`config.mk`:
```
export PLATFORM = sky130hd
export DESIGN_NAME = jogo_rodadas_unidade_controle
export DESIGN_NICKNAME = d
export VERILOG_FILES = /design/src/rtl/jogo_rodadas_unidade_controle.sv
export SDC_FILE = /design/constraint.sdc
export NUM_CORES = 1
export LEC_CHECK = 0
export ABC_AREA = 1
export CAP_MARGIN = 10
export CORE_ASPECT_RATIO = 2
export CORE_MARGIN = 1
export CORE_UTILIZATION = 48
export CTS_CLUSTER_DIAMETER = 80
export DETAILED_ROUTE_END_ITERATION = 8
export PLACE_DENSITY = 0.76
export SLEW_MARGIN = 30
export SYNTH_ARGS = -nofsm -noshare
export SYNTH_HDL_FRONTEND = slang
export SYNTH_SLANG_ARGS = --single-unit
```
`constraint.sdc`:
```
create_clock -name clock -period 1.5 [get_ports clock]
set_input_delay 0.225 -clock clock [delete_from_list [all_inputs] [get_ports clock]]
set_output_delay 0.225 -clock clock [all_outputs]
set_load 0.05 [all_outputs]
```
`src/rtl/jogo_rodadas_unidade_controle.sv`:
```
// Control FSM for the multi-round sequence-memory game: round progression, per-play
// timeout and the three end states. Outputs are registered Moore decodes of the state.
module jogo_rodadas_unidade_controle #(
    parameter int TIMEOUT_CYCLES = 5000,
    parameter int TIMER_W        = 13
) (
    input  logic               clock,
    input  logic               reset_n,
    input  logic               iniciar,
    input  logic               jogada,
    input  logic               igual,
    input  logic               fimE,
    input  logic               fimL,
    output logic               zeraE,
    output logic               contaE,
    output logic               zeraL,
    output logic               contaL,
    output logic               zeraR,
    output logic               registraR,
    output logic               acertou,
    output logic               errou,
    output logic               timeout,
    output logic               pronto,
    output logic [3:0]         db_estado,
    output logic [TIMER_W-1:0] db_timer
);

    typedef enum logic [3:0] {
        INICIAL        = 4'b0000,
        PREPARACAO     = 4'b0001,
        ESPERA         = 4'b0011,
        REGISTRA       = 4'b0100,
        COMPARACAO     = 4'b0101,
        PROXIMA_JOGADA = 4'b0110,
        PROXIMA_RODADA = 4'b0111,
        FINAL_ACERTO   = 4'b1000,
        FINAL_ERRO     = 4'b1001,
        FINAL_TIMEOUT  = 4'b1010
    } t_estado;

    localparam logic [TIMER_W-1:0] LP_TIMER_LIM = TIMER_W'(TIMEOUT_CYCLES - 1);

    t_estado              r_estado;
    logic [TIMER_W-1:0]   r_timer;
    logic [9:0]           r_saidas;
    t_estado              w_prox;
    logic                 w_lim;

    // A play arriving on the limit cycle still wins over the timeout.
    function automatic t_estado f_proximo(input t_estado e, input logic ini, input logic jog,
                                          input logic ig, input logic fe, input logic fl,
                                          input logic lim);
        t_estado p;
        case (e)
            INICIAL:        p = ini ? PREPARACAO : INICIAL;
            PREPARACAO:     p = ESPERA;
            ESPERA:         p = jog ? REGISTRA : (lim ? FINAL_TIMEOUT : ESPERA);
            REGISTRA:       p = COMPARACAO;
            COMPARACAO: begin
                if (!ig)      p = FINAL_ERRO;
                else if (!fe) p = PROXIMA_JOGADA;
                else if (fl)  p = FINAL_ACERTO;
                else          p = PROXIMA_RODADA;
            end
            PROXIMA_JOGADA: p = ESPERA;
            PROXIMA_RODADA: p = ESPERA;
            FINAL_ACERTO,
            FINAL_ERRO,
            FINAL_TIMEOUT:  p = ini ? PREPARACAO : e;
            default:        p = INICIAL;
        endcase
        return p;
    endfunction

    // Packing: {zeraE, contaE, zeraL, contaL, zeraR, registraR, acertou, errou, timeout, pronto}
    function automatic logic [9:0] f_saidas(input t_estado e);
        logic [9:0] s;
        case (e)
            PREPARACAO:     s = 10'b10_10_10_0000;
            REGISTRA:       s = 10'b00_00_01_0000;
            PROXIMA_JOGADA: s = 10'b01_00_00_0000;
            PROXIMA_RODADA: s = 10'b10_01_00_0000;
            FINAL_ACERTO:   s = 10'b00_00_00_1001;
            FINAL_ERRO:     s = 10'b00_00_00_0101;
            FINAL_TIMEOUT:  s = 10'b00_00_00_0011;
            default:        s = 10'b00_00_00_0000;
        endcase
        return s;
    endfunction

    always_comb begin
        w_lim  = (r_timer == LP_TIMER_LIM);
        w_prox = f_proximo(r_estado, iniciar, jogada, igual, fimE, fimL, w_lim);
    end

    // Timer restarts on every entry to espera, so each play gets the full window.
    always_ff @(posedge clock or negedge reset_n) begin
        if (!reset_n) begin
            r_estado <= INICIAL;
            r_timer  <= '0;
            r_saidas <= '0;
        end else begin
            r_estado <= w_prox;
            r_saidas <= f_saidas(w_prox);
            if (r_estado == ESPERA && w_prox == ESPERA)
                r_timer <= r_timer + 1'b1;
            else
                r_timer <= '0;
        end
    end

    assign {zeraE, contaE, zeraL, contaL, zeraR, registraR,
            acertou, errou, timeout, pronto} = r_saidas;
    assign db_estado = r_estado;
    assign db_timer  = r_timer;

endmodule

```
=== Word level (Yosys, flattened, before mapping) ===
Index checks and enable logic that the tools add are counted.

* Memory bits (writable): 0
* Flip-flop bits (word level): 27
* Memory bits (read-only): 0
* Memories: 0
* Input bits: 7
* Bits in latches: 0

* Bitwise operators: 0
* Multiply operators: 0
* Div/mod/pow operators: 0
* Equality and inequality tests: 18
* Add/subtract/negate cells: 1
* Shifts and indexed selects: 0
* Reductions and logical operators: 4
* Muxes and demuxes: 10
* Magnitude comparators: 0

{| class="wikitable"
|+ Operators by type and width
! operator !! count
|-
| $pmux W10 S7 || 1
|-
| $eq A4 B3 Y1 const B || 7
|-
| $eq A4 B4 Y1 const B || 6
|-
| $mux W4 || 6
|-
| $pmux W4 S6 || 1
|-
| $add A13 B1 Y13 const B || 1
|-
| $eq A13 B13 Y1 const B || 1
|-
| $mux W13 || 1
|-
| $eq A4 B1 Y1 const B || 2
|-
| $eq A4 B2 Y1 const B || 2
|-
| $reduce_or A3 Y1 || 2
|-
| $logic_not A4 Y1 || 1
|-
| $logic_and A1 B1 Y1 || 1
|-
| $mux W1 || 1
|}

=== Depth between registers and ports, before layout ===
* Word-level depth: 7
* Gate-level depth with buffers: 10
* Mapped depth without buffers: 10

=== Worst setup path before layout ===
No wires, ideal clock.

* Path kind: flip-flop to flip-flop
* From: register r_timer[0], in the netlist db_timer[0]
* To: register r_saidas[9]
* Cell stages (with the launch flop): 9
* Setup time: 0.119 ns
* Data required time: 1.381 ns
* Path buffers: 0
* Path slack: -0.256 ns
* Arrival: 1.637 ns
* Path through: dfrtp_1 ha_1 nand2_1 nor3_1 nand2_1 nand2_4 nand2_4 nand3_1 nand2_1

* Longest elaborated chain between the ends: 6
* Elaborated cells on any way between the ends: 12

{| class="wikitable"
|+ RTL lines
! what !! line !! RTL
|-
| from (decl) || 44 || <nowiki>logic [TIMER_W-1:0] r_timer;</nowiki>
|-
| from (signal assigned) || 106 || <nowiki>r_timer <= r_timer + 1'b1;</nowiki>
|-
| $eq A13 B13 Y1 * || 92 || <nowiki>w_lim = (r_timer == LP_TIMER_LIM);</nowiki>
|-
| $mux W4 * (2 in a row) || 57 || <nowiki>ESPERA: p = jog ? REGISTRA : (lim ? FINAL_TIMEOUT : ESPERA);</nowiki>
|-
| $pmux W4 S6 * || 54 || <nowiki>case (e)</nowiki>
|-
| named net w_prox[0] || 46 || <nowiki>t_estado w_prox;</nowiki>
|-
| $eq A4 B4 Y1 (tied with other cells) || 78 || <nowiki>case (e)</nowiki>
|-
| $pmux W10 S7 * || 78 ||
|-
| to (signal assigned) || 104 || <nowiki>r_saidas <= f_saidas(w_prox);</nowiki>
|-
| to (decl) || 45 || <nowiki>logic [9:0] r_saidas;</nowiki>
|}

Mark *: on every way through the listed nets, which the timed path passes. The rest lies on a longest branch.

=== Worst setup path in the final report ===
* From: register r_estado[2], in the netlist db_estado[2]
* To: register r_saidas[9]

* Longest elaborated chain between the ends: 5
* Elaborated cells on any way between the ends: 22

{| class="wikitable"
|+ RTL lines
! what !! line !! RTL
|-
| from (decl) || 43 || <nowiki>t_estado r_estado;</nowiki>
|-
| from (signal assigned) || 103 || <nowiki>r_estado <= w_prox;</nowiki>
|-
| $eq A4 B4 Y1 (tied with other cells) || 54 ||
|-
| $reduce_or A3 Y1, on equally long branches || - ||
|-
| $pmux W4 S6 * || 54 ||
|-
| named net w_prox[1] || 46 ||
|-
| $eq A4 B4 Y1 (tied with other cells) || 78 ||
|-
| $pmux W10 S7 * || 78 ||
|}

Marks and branches as above.

==> reports/results.ini <==
[status]
status=complete, no violations

[cells_and_area]
layoutNonFillerInstCount=236
post-route-util_pct=80.0
drive_gt1_share_pct=42.3
multiInputGateArea_um2=643
fin_area_um2=2080
syn_to_final_growth_pct=54.7
num-fill-cells=175
regArea_um2=662
fin_nets=217
num_antenna_cells=0

[timing]
rsz0062_at_grt=yes
clock.fmax_ghz=0.675
finalSetupViolations=0
slew_viol_final=0
skew_ns=0.00150
hold_viol=0
finalCritPeriodShare_pct=98.7
layout_min_cycle_time_ns=1.48
fin_ws_ns=0.0192
slew_headroom_pct=76.6
worstMarginPinSlew_ns=0.350

[synthesis]
synth_area_leader_cell=dfrtp_1
async_reset_ff_share_pct=100
syn_inst=156
synth.most_common_cell=nand2_1
yosysSeqAreaShare_pct=48.4
netlist_area_um2=1350
synth_common_cells=32 x nand2_1, 26 x dfrtp_1, 21 x nor2_1, 19 x inv_1, 12 x nand3_1
avgSynthCellArea_um2=8.62
synth_cell_types=25
synth_ff_type=dfrtp_1
yosys_warnings=0
ys_ff_latch=26
synth_fp_nets=164
synth_area_leaders=dfrtp_1 48%, nand2_1 8.9%, nor2_1 5.9%
synth_top_area_share_pct=48.4
synth_edf_count=0

[clocking]
root_buffer=clkbuf_8
htreeDepth=1
clockBufferDepth=2
path_clk_slew_ns=0.08
cts_buffers=3
cts_tree=built
cts_sinks=26
insertion_delay_ns=0.27

[critical_path]
worst_setup_path_start_kind=flip-flop
worstSetupEndpointType=flip-flop
crit_fanout=7
worstSetupPathType=flip-flop to flip-flop
cp_data_arrival_time_ns=1.70
cp_data_required_time_ns=1.72

[place]
finalWeightedCongestion=0.743
io_buffers=33
dpl_worst_slack_ns=-0.0685
dpl_cell_area_um2=1950
placed_cells=225
dpl.hpwl_um=2520

[floorplan]
fp.coreArea_um2=2600
io_pins=34
rows=26
start_util_pct=51.7
fp.dieH_um=76.9
die_area_um2=3030
dieWidth_um=39.4

[power]
ir_drop_mv=1.11
powerDensity_nw_per_um2=1430
power.leakage_nw=0.994
total_power_w=0.00297

[grt]
antenna_found_initial=0
grt_start_max_net_pins=27
track_usage_pct=23.6
grt_pass1_vias=1215
globalRouteOverflowTotal=0
grt_pass1_wl_um=5030

[drt]
dr.pass1.iters=4
drc=0
wl_per_cell_um=14.7
drt_iter0_markers=17
ant_nets=0
dr_total_vias=1232
vias_per_cell=5.22
wirelength_um=3470

[run]
timing.max_cap.violations=0

[min_path]
holdCritPathClass=input port to asynchronous set/reset pin

## power breakdown
group | internal (W) | switching (W)
logic | 0.000587 | 0.00102
registers | 0.000816 | 0.000104
clock network | 0.000235 | 0.000215
## repair_timing
action,CTS,global route
pin swaps,0,8
endpoints found under the setup margin,2,10
setup buffers,1,6
cloned,0,0
gates resized for setup,0,9
hold buffers,0,0
## worst max-delay path, stage by stage (launching register included)
cell and delay, ns:
dfrtp_2 0.48, nor2_2 0.17, nand3_1 0.15, nor2_2 0.19
nand3b_1 0.22, nand3_1 0.13, nand2_1 0.08
## final cells by class
class | instances | share of cell area (%)
Tap cell | 28 | 1.68
Clock buffer | 4 | 2.65
Multi-Input combinational cell | 106 | 30.9
Sequential cell | 26 | 31.8
Inverter | 22 | 3.97
Timing Repair Buffer | 50 | 29.0
## kinds of logic (layout without fill, tap and decap cells)
logic type | Yosys count | in the layout | share of synthesized area, %
AO/OA/AOI/OAI | 2 | 2 | 0.743
flip-flops | 26 | 26 | 48.4
AND/OR/NAND/NOR | 96 | 96 | 38.1
XOR/XNOR | 7 | 7 | 4.56
adder cells (fa/ha/maj) | 1 | 1 | 0.930
buffers and inverters | 24 | 76 | 7.26
## metrics by stage
stage | TNS [ns] | hold WS, ns
after floorplan | -0.0663 | -0.0706
after global placement | -0.00515 | 0.566
after detailed placement | -0.211 | 0.571
after CTS | 0 | 0.312
after global routing | -0.0994 | 0.353
final | 0 | 0.308
## path summary, 6_finish.rpt
check                               endpoint  depth (start not counted)    startpoint  slack (ns)
worst max-delay path             r_saidas[9]                          6  db_estado[2]        0.02
worst min-delay path            db_timer[11]                          2       reset_n        0.31
worst max register to register   r_saidas[9]                          6  db_estado[2]        0.02
worst min register to register   db_timer[0]                          2   db_timer[0]        0.60
max in group asynchronous        db_timer[0]                          2       reset_n        0.92
min in group clock               db_timer[0]                          2   db_timer[0]        0.60
## cells in the final DEF (no fill, tap or decap), types with 3 or more instances in the layout
cell type	n
nand2_2	4
nand3_2	3
dfrtp_1	17
nor2_4	3
inv_2	5
dfrtp_2	9
buf_12	17
clkdlybuf4s50_1	6
nor2_1	19
xor2_1	6
nand2_4	3
inv_1	17
nand3_1	11
nand2_1	31
nand4_1	3
buf_4	27
nor3_1	4
clkbuf_8	4
nor2_2	7
## registers in the layout, summed over array words and instances (netlist names)
signal and cells:
db_estado 4, db_timer 13, r_saidas 9
## layer usage
metal / wire length (um) / part of all wire (%) / vias up / track usage (%)
li1: - / - / 585 / -
met4: 127 / 3.7 / 0 / 15.2
met2: 2150 / 62 / 55 / 42.3
met5: 0 / 0 / - / 0
met3: 142 / 4.1 / 12 / 5.49
met1: 1050 / 30 / 580 / 20.3
Power figures use the tool's default switching activity.
